`config.mk`:
```
export PLATFORM = sky130hd
export DESIGN_NAME = alu_cmp_pipe
export DESIGN_NICKNAME = d
export VERILOG_FILES = /design/src/rtl/rv32i_types.sv /design/src/rtl/alu_cmp_core.sv /design/src/rtl/alu_cmp_pipe.sv
export SDC_FILE = /design/constraint.sdc
export NUM_CORES = 1
export LEC_CHECK = 0
export BUFFER_PORTS_ARGS = -buffer_cell sky130_fd_sc_hd__buf_2
export CAP_MARGIN = 20
export CORE_ASPECT_RATIO = 0.8
export CORE_MARGIN = 2
export CORE_UTILIZATION = 55
export CTS_BUF_LIST = sky130_fd_sc_hd__clkbuf_16
export DETAILED_ROUTE_END_ITERATION = 7
export GPL_TIMING_DRIVEN = 0
export MAX_ROUTING_LAYER = met4
export PLACE_DENSITY = 0.84
export SLEW_MARGIN = 20
export SYNTH_ARGS = -nofsm -noshare
export SYNTH_HDL_FRONTEND = slang
export SYNTH_SLANG_ARGS = --single-unit
```
`constraint.sdc`:
```
create_clock -name clk -period 12 [get_ports clk]
set_input_delay 3.6 -clock clk [delete_from_list [all_inputs] [get_ports clk]]
set_output_delay 3.6 -clock clk [all_outputs]
set_load 0.02 [all_outputs]
```
`src/rtl/rv32i_types.sv`:
```
// Shared RV32I execute types: ALU/compare encodings, control word, operand bundle and branch modes.
// Pure declarations with no latency and no flow control.
package rv32i_types;

    localparam int ALU_PIPE_MAX_STAGES = 4;

    typedef enum logic [2:0] {
        alu_add = 3'b000,
        alu_sll = 3'b001,
        alu_sra = 3'b010,
        alu_sub = 3'b011,
        alu_xor = 3'b100,
        alu_srl = 3'b101,
        alu_or  = 3'b110,
        alu_and = 3'b111
    } alu_ops_t;

    // 3'b010 and 3'b011 are left undefined and compare false.
    typedef enum logic [2:0] {
        cmp_beq  = 3'b000,
        cmp_bne  = 3'b001,
        cmp_blt  = 3'b100,
        cmp_bge  = 3'b101,
        cmp_bltu = 3'b110,
        cmp_bgeu = 3'b111
    } cmp_ops_t;

    typedef enum logic [1:0] {
        BR_NONE = 2'd0,
        BR_COND = 2'd1,
        BR_JAL  = 2'd2,
        BR_JALR = 2'd3
    } br_mode_t;

    typedef struct packed {
        alu_ops_t alu_op;
        cmp_ops_t cmp_op;
        logic     alu_m1_sel;
        logic     alu_m2_sel;
        logic     alu_cmp_sel;
    } ctrl_word_t;

    typedef struct packed {
        logic [31:0] rs1_data;
        logic [31:0] rs2_data;
        logic [31:0] pc;
        logic [31:0] imm;
        logic [31:0] rd_data;
    } ooo_instr_t;

    typedef struct packed {
        ooo_instr_t  instr;
        logic        br_en;
        logic [31:0] target;
    } stage_t;

endpackage

```
`src/rtl/alu_cmp_core.sv`:
```
// Combinational ALU, comparator and branch resolver shared by every ALU port.
// Zero latency, no state, no flow control.
module alu_cmp_core
    import rv32i_types::*;
(
    input  logic [31:0] rs1_data,
    input  logic [31:0] rs2_data,
    input  logic [31:0] pc,
    input  logic [31:0] imm,
    input  ctrl_word_t  ctrl,
    input  br_mode_t    br_mode,
    output logic [31:0] rd_data,
    output logic        br_en,
    output logic [31:0] target
);

    logic [31:0] a;
    logic [31:0] b;
    logic [31:0] aluout;
    logic [31:0] pc_plus4;
    logic        cmp;

    always_comb begin
        a        = ctrl.alu_m1_sel ? pc : rs1_data;
        b        = ctrl.alu_m2_sel ? imm : rs2_data;
        pc_plus4 = pc + 32'd4;

        aluout = '0;
        case (ctrl.alu_op)
            alu_add: aluout = a + b;
            alu_sub: aluout = a - b;
            alu_sll: aluout = a << b[4:0];
            alu_srl: aluout = a >> b[4:0];
            alu_sra: aluout = $unsigned($signed(a) >>> b[4:0]);
            alu_xor: aluout = a ^ b;
            alu_or:  aluout = a | b;
            alu_and: aluout = a & b;
            default: aluout = '0;
        endcase

        // The comparator always uses rs1, never the pc-muxed operand.
        cmp = 1'b0;
        case (ctrl.cmp_op)
            cmp_beq:  cmp = (rs1_data == b);
            cmp_bne:  cmp = (rs1_data != b);
            cmp_blt:  cmp = ($signed(rs1_data) <  $signed(b));
            cmp_bge:  cmp = ($signed(rs1_data) >= $signed(b));
            cmp_bltu: cmp = (rs1_data <  b);
            cmp_bgeu: cmp = (rs1_data >= b);
            default:  cmp = 1'b0;
        endcase

        rd_data = ctrl.alu_cmp_sel ? {31'b0, cmp} : aluout;
        br_en   = 1'b0;
        target  = pc_plus4;
        case (br_mode)
            BR_COND: begin
                br_en  = cmp;
                target = cmp ? (pc + imm) : pc_plus4;
            end
            BR_JAL: begin
                rd_data = pc_plus4;
                br_en   = 1'b1;
                target  = pc + imm;
            end
            BR_JALR: begin
                rd_data = pc_plus4;
                br_en   = 1'b1;
                target  = (rs1_data + imm) & ~32'h1;
            end
            default: ;
        endcase
    end

endmodule

```
`src/rtl/alu_cmp_pipe.sv`:
```
// Pipelined ALU/compare/branch execute unit; result appears STAGES cycles after accept.
// Valid/ready per stage with no bubbles; in_ready follows out_ready combinationally through full stages.
module alu_cmp_pipe
    import rv32i_types::*;
#(
    parameter int STAGES  = 1,
    parameter int STALL_W = 16
) (
    input  logic               clk,
    input  logic               rst,
    input  logic               flush,
    input  logic               in_valid,
    output logic               in_ready,
    input  ooo_instr_t         in_instr,
    input  ctrl_word_t         in_ctrl,
    input  br_mode_t           in_br_mode,
    output logic               out_valid,
    input  logic               out_ready,
    output ooo_instr_t         out_instr,
    output logic               out_br_en,
    output logic [31:0]        out_br_target,
    output logic [STALL_W-1:0] stall_cnt
);

    stage_t            stage_q [STAGES];
    stage_t            stage_d;
    logic [STAGES-1:0] valid_q;
    logic [STAGES-1:0] valid_d;
    logic [STAGES-1:0] adv;
    logic [STAGES-1:0] load;
    logic [STAGES:0]   room;
    logic              accept;
    logic [31:0]       core_rd;
    logic              core_br_en;
    logic [31:0]       core_target;

    alu_cmp_core u_core (
        .rs1_data (in_instr.rs1_data),
        .rs2_data (in_instr.rs2_data),
        .pc       (in_instr.pc),
        .imm      (in_instr.imm),
        .ctrl     (in_ctrl),
        .br_mode  (in_br_mode),
        .rd_data  (core_rd),
        .br_en    (core_br_en),
        .target   (core_target)
    );

    always_comb begin
        stage_d               = '0;
        stage_d.instr         = in_instr;
        stage_d.instr.rd_data = core_rd;
        stage_d.br_en         = core_br_en;
        stage_d.target        = core_target;
    end

    // room[k]: stage k can take a new payload this cycle; resolved from the output backwards.
    always_comb begin
        room         = '0;
        adv          = '0;
        room[STAGES] = out_ready;
        for (int k = STAGES - 1; k >= 0; k--) begin
            adv[k]  = valid_q[k] && room[k+1];
            room[k] = !valid_q[k] || adv[k];
        end
    end

    assign in_ready  = !rst && !flush && room[0];
    assign accept    = in_valid && in_ready;
    assign out_valid = valid_q[STAGES-1] && !flush;

    always_comb begin
        load    = '0;
        load[0] = accept;
        for (int k = 1; k < STAGES; k++) begin
            load[k] = adv[k-1];
        end
        valid_d = '0;
        for (int k = 0; k < STAGES; k++) begin
            valid_d[k] = load[k] || (valid_q[k] && !adv[k]);
        end
    end

    always_ff @(posedge clk or posedge rst) begin
        if (rst) begin
            valid_q <= '0;
        end else if (flush) begin
            valid_q <= '0;
        end else begin
            valid_q <= valid_d;
        end
    end

    always_ff @(posedge clk) begin
        if (load[0]) begin
            stage_q[0] <= stage_d;
        end
        for (int k = 1; k < STAGES; k++) begin
            if (load[k]) begin
                stage_q[k] <= stage_q[k-1];
            end
        end
    end

    assign out_instr     = stage_q[STAGES-1].instr;
    assign out_br_en     = stage_q[STAGES-1].br_en;
    assign out_br_target = stage_q[STAGES-1].target;

    // Survives flush so backpressure statistics span squashes.
    always_ff @(posedge clk or posedge rst) begin
        if (rst) begin
            stall_cnt <= '0;
        end else if (out_valid && !out_ready && (stall_cnt != {STALL_W{1'b1}})) begin
            stall_cnt <= stall_cnt + STALL_W'(1);
        end
    end

endmodule

```
== Word level (Yosys, flattened, before mapping) ==
Memories as Yosys holds them, arrays and structs flattened.
Cells that the tools add are included.

* Bits in registers: 17
* RAM bits: 193
* Input port bits: 176
* Output and inout bits: 211
* Logic and storage cells: 67
* Memories kept: 1

{| class="wikitable"
|+ Memories
! name !! depth !! width !! read ports !! clocked after memory_dff !! write ports !! RTL line !! text
|-
| stage_q || 1 || 193 || 1 || 0 || 1 || alu_cmp_pipe.sv:25 || <nowiki>stage_t stage_q [STAGES];</nowiki>
|}

* Add/subtract/negate cells: 6
* $lt $le $gt $ge: 4
* Eq/ne operators: 18
* Shifts and indexed selects: 3
* Muxes and demuxes: 12
* Bitwise logic cells: 3
* Reduce and logical (&&, ||, !) cells: 18

{| class="wikitable"
|+ Operators by type and width
! cell !! number
|-
| 32-bit one-hot mux with 8 select lines || 1
|-
| 32-bit two-way mux || 5
|-
| 32-bit adder || 3
|-
| 32-bit one-hot mux with 3 select lines || 1
|-
| 32-bit greater-or-equal comparator || 2
|-
| 32-bit < comparator || 2
|-
| 32-bit by 3-bit adder with 32-bit output (second input constant) || 1
|-
| 32-bit AND || 1
|-
| 32-bit equality test || 1
|-
| 32-bit inequality test || 1
|-
| 32-bit bitwise OR || 1
|-
| 32-bit by 5-bit left shift with 32-bit output || 1
|-
| 32-bit by 5-bit >> shifter with 32-bit output || 1
|-
| 32-bit by 5-bit >>> shifter with 32-bit output || 1
|-
| 32-bit subtractor || 1
|-
| 32-bit XOR || 1
|-
| 3-bit equality test (second input constant) || 8
|-
| 16-bit by 1-bit adder with 16-bit output (second input constant) || 1
|-
| 16-bit inequality test (second input constant) || 1
|-
| 1-bit logical AND || 8
|-
| 3-bit by 1-bit equality test with 1-bit output (second input constant) || 2
|-
| 3-bit by 2-bit equality test with 1-bit output (second input constant) || 2
|-
| 3-bit zero test || 2
|-
| 1-bit one-hot mux with 6 select lines || 1
|-
| 7 further kinds || 15
|}

== Longest topological paths before layout ==
* Depth in word-level cells: 6
* Gate-level depth with buffers: 26

== Cells and area by module ==
Synthesis repeated with hierarchy kept, for this count alone.

* Cell total of the unflattened synthesis: 2313
* Area, all modules: 20861.3 um^2

{| class="wikitable"
|+ Modules (own cells, without submodules)
! module !! instances !! cells an instance !! area each (um^2)
|-
| alu_cmp_core || 1 || 2035 || 14177.3
|-
| alu_cmp_pipe || 1 || 278 || 6683.9
|}

== Least setup slack after synthesis ==
OpenSTA, ideal clock, no wires.

* Path type: input port to flip-flop
* Start: in in_ctrl[1] (netlist name)
* End: mem stage_q[0][64] (netlist name), data pin
* Library setup time: 0.259 ns
* Arrival: 8.751 ns
* Required time: 11.741 ns
* Setup slack: 2.990 ns
* Stages: 24
* Buffers on the path: 5
* Cells stage by stage: buf_4 -> buf_6 -> buf_6 -> mux2i_1 -> clkbuf_1 -> clkbuf_1 -> ha_1 -> nand2b_1 -> nor4_1 -> o21ai_1 -> nand2_1 -> xnor2_1 -> ha_1 -> a21o_1 -> a21o_1 -> a221o_1 -> a31o_2 -> nand4_1 -> o211ai_1 -> o41ai_1 -> o21ai_0 -> a2111oi_0 -> a21o_1 -> o2bb2ai_1

* Cells in the longest elaborated chain, start to end: 5
* Elaborated cells between the ends (all ways): 12

{| class="wikitable"
|+ RTL lines
! element !! RTL line !! text
|-
| from (decl) || alu_cmp_pipe.sv:15 || <nowiki>input ctrl_word_t in_ctrl,</nowiki>
|-
| 32-bit two-way mux (*) || alu_cmp_core.sv:25 || <nowiki>b = ctrl.alu_m2_sel ? imm : rs2_data;</nowiki>
|-
| 32-bit subtractor (tied with other cells) || alu_cmp_core.sv:31 || <nowiki>alu_sub: aluout = a - b;</nowiki>
|-
| 32-bit one-hot mux with 8 select lines (*) || alu_cmp_core.sv:29 || <nowiki>case (ctrl.alu_op)</nowiki>
|-
| 32-bit two-way mux (*) || alu_cmp_core.sv:53 || <nowiki>rd_data = ctrl.alu_cmp_sel ? {31'b0, cmp} : aluout;</nowiki>
|-
| 32-bit two-way mux (*) || alu_cmp_core.sv:56 || <nowiki>case (br_mode)</nowiki>
|-
| named net core_rd[31] || alu_cmp_pipe.sv:33 || <nowiki>logic [31:0] core_rd;</nowiki>
|-
| to (decl) || alu_cmp_pipe.sv:25 ||
|}

The timed path passes the listed nets; every way through them passes the cells marked *.

== Worst setup path after layout ==
* Start: in in_ctrl[1] (netlist name)
* End: mem stage_q[0][16] (netlist name), data pin

* Cells in the longest elaborated chain, start to end: 5
* Elaborated cells between the ends (all ways): 10

{| class="wikitable"
|+ RTL lines
! element !! RTL line !! text
|-
| 32-bit two-way mux (*) || alu_cmp_core.sv:25 ||
|-
| 32-bit greater-or-equal comparator (tied with other cells) || alu_cmp_core.sv:49 || <nowiki>cmp_bgeu: cmp = (rs1_data >= b);</nowiki>
|-
| 1-bit one-hot mux with 6 select lines (*) || alu_cmp_core.sv:43 || <nowiki>case (ctrl.cmp_op)</nowiki>
|-
| 32-bit two-way mux (*) || alu_cmp_core.sv:59 || <nowiki>target = cmp ? (pc + imm) : pc_plus4;</nowiki>
|-
| 32-bit one-hot mux with 3 select lines (*) || alu_cmp_core.sv:56 ||
|-
| named net core_target[16] || alu_cmp_pipe.sv:35 || <nowiki>logic [31:0] core_target;</nowiki>
|}

Marked as above.

==> results.txt <==
Input and output buffers added on the ports amount to ~350. The clock transition at the register clock pins on the worst setup and hold paths after CTS came out at 0.06 ns. The post-detailed-route count of antenna-violating nets is 0. The end of the worst register-to-register path is stall_cnt[11]. The starting density of the core came out at 0.559. The floorplan step set the die height to ~170 um. The number of hold-repair buffers added at the cts stage is 0. The highest fanout seen on the critical path is 11. The total area inside the core boundary comes to ~0.036 mm2. The post-synthesis average cell area came out at 8.70 um2. The prevailing post-synth register cell is edfxtp_1. The setup slack of the most critical reg-to-reg path came out at 9.43 ns. The routability congestion estimate from global placement came out at between 1 and 1.5. The number of design-rule violations left by the first detailed-router iteration came out at ~3100. edfxtp_1 takes more of the synthesized area than any other cell. The data arrival time of the worst path is 11.23 ns. The count of flip-flops with a built-in enable after synthesis is roughly 190. The number of unique standard cell types used by synthesis is 73.

TritonCTS built the clock tree. In this run the count of I/O pins placed on the die edge is 387. The count of final hold-check violations came out at 0. In this run the critical register-to-register path is launched from stall_cnt[4]. After synthesis, the share of flip-flops with an asynchronous set or reset is 0.0810. The length of the first detailed-routing pass in iterations came out at 6. At the end of the flow, the number of nets in the layout was ~3000. The portion of the post-synthesis area used by sequential elements is 0.310. In this run, synthesis produced a sequential element count of 210. STA classifies the critical path endpoint as a flip-flop. The flow ran to the end, and the final reports show no timing, DRC or antenna violations. The post-synthesis instance area came out at about 0.020 mm2.

The minimum period implied by the final worst setup slack came out at about 11 ns. The insertion delay of the later-clocked pin in the worst-skew pair is around 0.53 ns. The pin count of the biggest net entering global routing is around 110. The transition time at the pin with the least slew margin came out at around 1.1 ns. Detailed placement ended at an HPWL of between 70 and 80 mm.

After technology mapping, the gate count stands at 2307. The row count came out at slightly above 60. The path with the worst hold slack has its endpoint at stall_cnt[6]. The layout overhead on the synthesized area came out at 15.4%. Yosys attributes the largest share of cell area to edfxtp_1, ha_1, mux2i_1. The CTS buffer count came out at 22. The initial antenna violation count came to 5. The share of the clock period used by the worst path came out at 0.915. The buffers inserted during post-CTS setup optimization is 0. In this run the worst setup path begins at in_ctrl[1]. The die width is 218 um. By count the netlist is led by nand2_1, o21ai_0, edfxtp_1, ha_1, nor2_1.

The routed via count divided by cell count came out at ~7. Setup repair after global routing left no endpoint under its margin. The maximum vdd drop came out at about 0.12 mV. The most common cell in the synthesized netlist is nand2_1. The count of unresolved DRC violations after routing came out at 0.

In this run the tightest slew margin relative to its limit is 0.228. The clock skew after layout came out at approximately 0.012 ns. The clock root buffer is clkbuf_16. Global routing finished with a remaining overflow of 0.

STA puts the critical path data required time at around 12 ns. The warning count from the yosys run is 0. The number of cells on the worst reg-to-reg path is 11. The count of endpoints failing setup in the final report is 0.

The number of H-tree levels came out at 1. The number of buffers between clock root and the deepest sink came out at 3. Gates resized during post-CTS repair numbered 0. The post-detailed-routing wire length is 92.3 mm. The path class of the tightest hold or removal check is flip-flop to flip-flop.

The maximum clock frequency is 0.0910 GHz. The via count of the first global-routing pass came to roughly 21000. The tree built by TritonCTS fans out to 210 sinks. In the final layout, the share of cells above drive strength 1 is 0.172. The routed layout has 22000 vias. For this design the ratio of total power to cell area is about 110 mW/mm2.

The critical path start-end classification is primary input to flip-flop. The cell leakage power is a little under 10 nW. The reported max-cap violation count is 0. The cell depth of the worst hold path is 1. The die covers between 0.03 and 0.04 mm2. The global-route total usage across every layer is 0.479. The final routed wire length divided by cell count is approximately 29 um. The element type at the critical path start is a primary input.

The final design utilization came out at 0.645. Synthesis produced a netlist with a net count of between 2000 and 3000. The number of pins exceeding their max-slew limit in the final report was 0.

The setup TNS is 0 ns. The hold path startpoint is stall_cnt[6]. The first global-routing pass estimated around 130 mm of wire. The top cell type's share of synthesized area came out at 0.289.
[cells in the final DEF, fill, tap and decap left out, types with 10 or more instances in the layout]
| cell type | instances |
|---|---|
| a211oi_1 | 39 |
| a21o_1 | 53 |
| a21oi_1 | 187 |
| a221o_1 | 15 |
| a221oi_1 | 23 |
| a31oi_1 | 24 |
| and2_1 | 20 |
| and3_1 | 15 |
| buf_1 | 13 |
| buf_2 | 356 |
| clkbuf_1 | 93 |
| clkbuf_16 | 23 |
| dfrtp_1 | 17 |
| edfxtp_1 | 193 |
| ha_1 | 192 |
| inv_1 | 88 |
| mux2_2 | 41 |
| mux2i_1 | 114 |
| nand2_1 | 238 |
| nand2b_1 | 35 |
| nand3_1 | 38 |
| nand4_1 | 25 |
| nor2_1 | 190 |
| nor2b_1 | 17 |
| nor3_1 | 36 |
| o211ai_1 | 17 |
| o21a_1 | 15 |
| o21ai_0 | 207 |
| o21bai_1 | 14 |
| o221ai_1 | 10 |
| o22ai_1 | 33 |
| o31ai_1 | 17 |
| o41ai_1 | 11 |
| xnor2_1 | 101 |
| xor2_1 | 52 |
[worst max path at each step]
stage / end / slack, ns / cells after the start
finish: stage_q[0][16] / 1.02 / 20
global route: stage_q[0][16] / 0.94 / 20
CTS: stage_q[0][16] / 1.44 / 20
detailed placement: stage_q[0][16] / 0.92 / 20
global placement: stage_q[0][16] / 0.76 / 20
floorplan: stage_q[0][64] / 2.99 / 24
[worst max-delay path, stage by stage]
cell and delay (ns):
buf_4 0.20, buf_6 0.23, buf_6 0.28, buf_4 0.36, buf_2 0.45, mux2i_2 0.83, clkbuf_1 0.51, buf_1 0.70
ha_1 0.40, a21oi_1 0.14, a211oi_1 0.11, nor4_1 0.15, o21ai_0 0.18, a21oi_1 0.32, mux2_2 0.39, a2111oi_0 0.83
buf_2 0.46, buf_2 0.42, mux2i_1 0.13, o21ai_0 0.47
[registers in the layout, indices dropped and copies added, names as in the netlist]
signal	flops
stall_cnt	16
valid_q	1
stage_q	193
[cell families (layout without fill, tap and decap cells)]
group / after synthesis / in the layout / synth area share
xor+xnor: 153 / 153 / 0.0668
simple gates: 653 / 653 / 0.147
compound gates: 726 / 726 / 0.228
flops: 210 / 210 / 0.310
buf+inv: 208 / 598 / 0.0405
fa+ha+maj: 195 / 195 / 0.123
mux: 162 / 162 / 0.0847
other cells: 0 / 5 / 0
[per-layer routing]
layer  wire length (um)  vias up  global-route usage
li1                   -     9328                   -
met1              33000    10300               0.582
met2              40300     1955               0.734
met3              12300      412               0.108
met4               6620        0               0.275
met5                  0        -                   -
[area by class of cell]
| cell class | count | area, um2 |
|---|---|---|
| Clock inverter | 16 | 95.1 |
| Clock buffer | 23 | 576 |
| Tap cell | 480 | 601 |
| Timing Repair Buffer | 351 | 1780 |
| Fill cell | 2932 | 12800 |
| Buffer | 117 | 470 |
| Multi-Input combinational cell | 1889 | 13100 |
| Sequential cell | 210 | 6220 |
| Inverter | 91 | 349 |
| Antenna cell | 5 | 12.5 |
[metrics by stage]
step / power [mW] / area, um2 / hold WS, ns / instances / setup slack [ns]
after CTS: 2.52 / 23100 / 0.500 / 3176 / 1.44
final: 2.59 / 23200 / 0.503 / 3182 / 1.02
after detailed placement: 1.90 / 22500 / 0.488 / 3137 / 0.920
after global routing: 2.66 / 23200 / 0.529 / 3182 / 0.943
after floorplan: 1.54 / 20100 / 0.595 / 2307 / 2.99
after global placement: 1.88 / 22400 / 0.478 / 3136 / 0.756
[report_power, final]
| part | total (mW) | leakage [nW] | internal [mW] | switching (mW) |
|---|---|---|---|---|
| Combinational | 1.10 | 7.57 | 0.365 | 0.733 |
| Sequential | 0.848 | 1.99 | 0.837 | 0.0109 |
| Clock | 0.642 | 0.331 | 0.349 | 0.292 |
(Power assumes the default switching activity.)
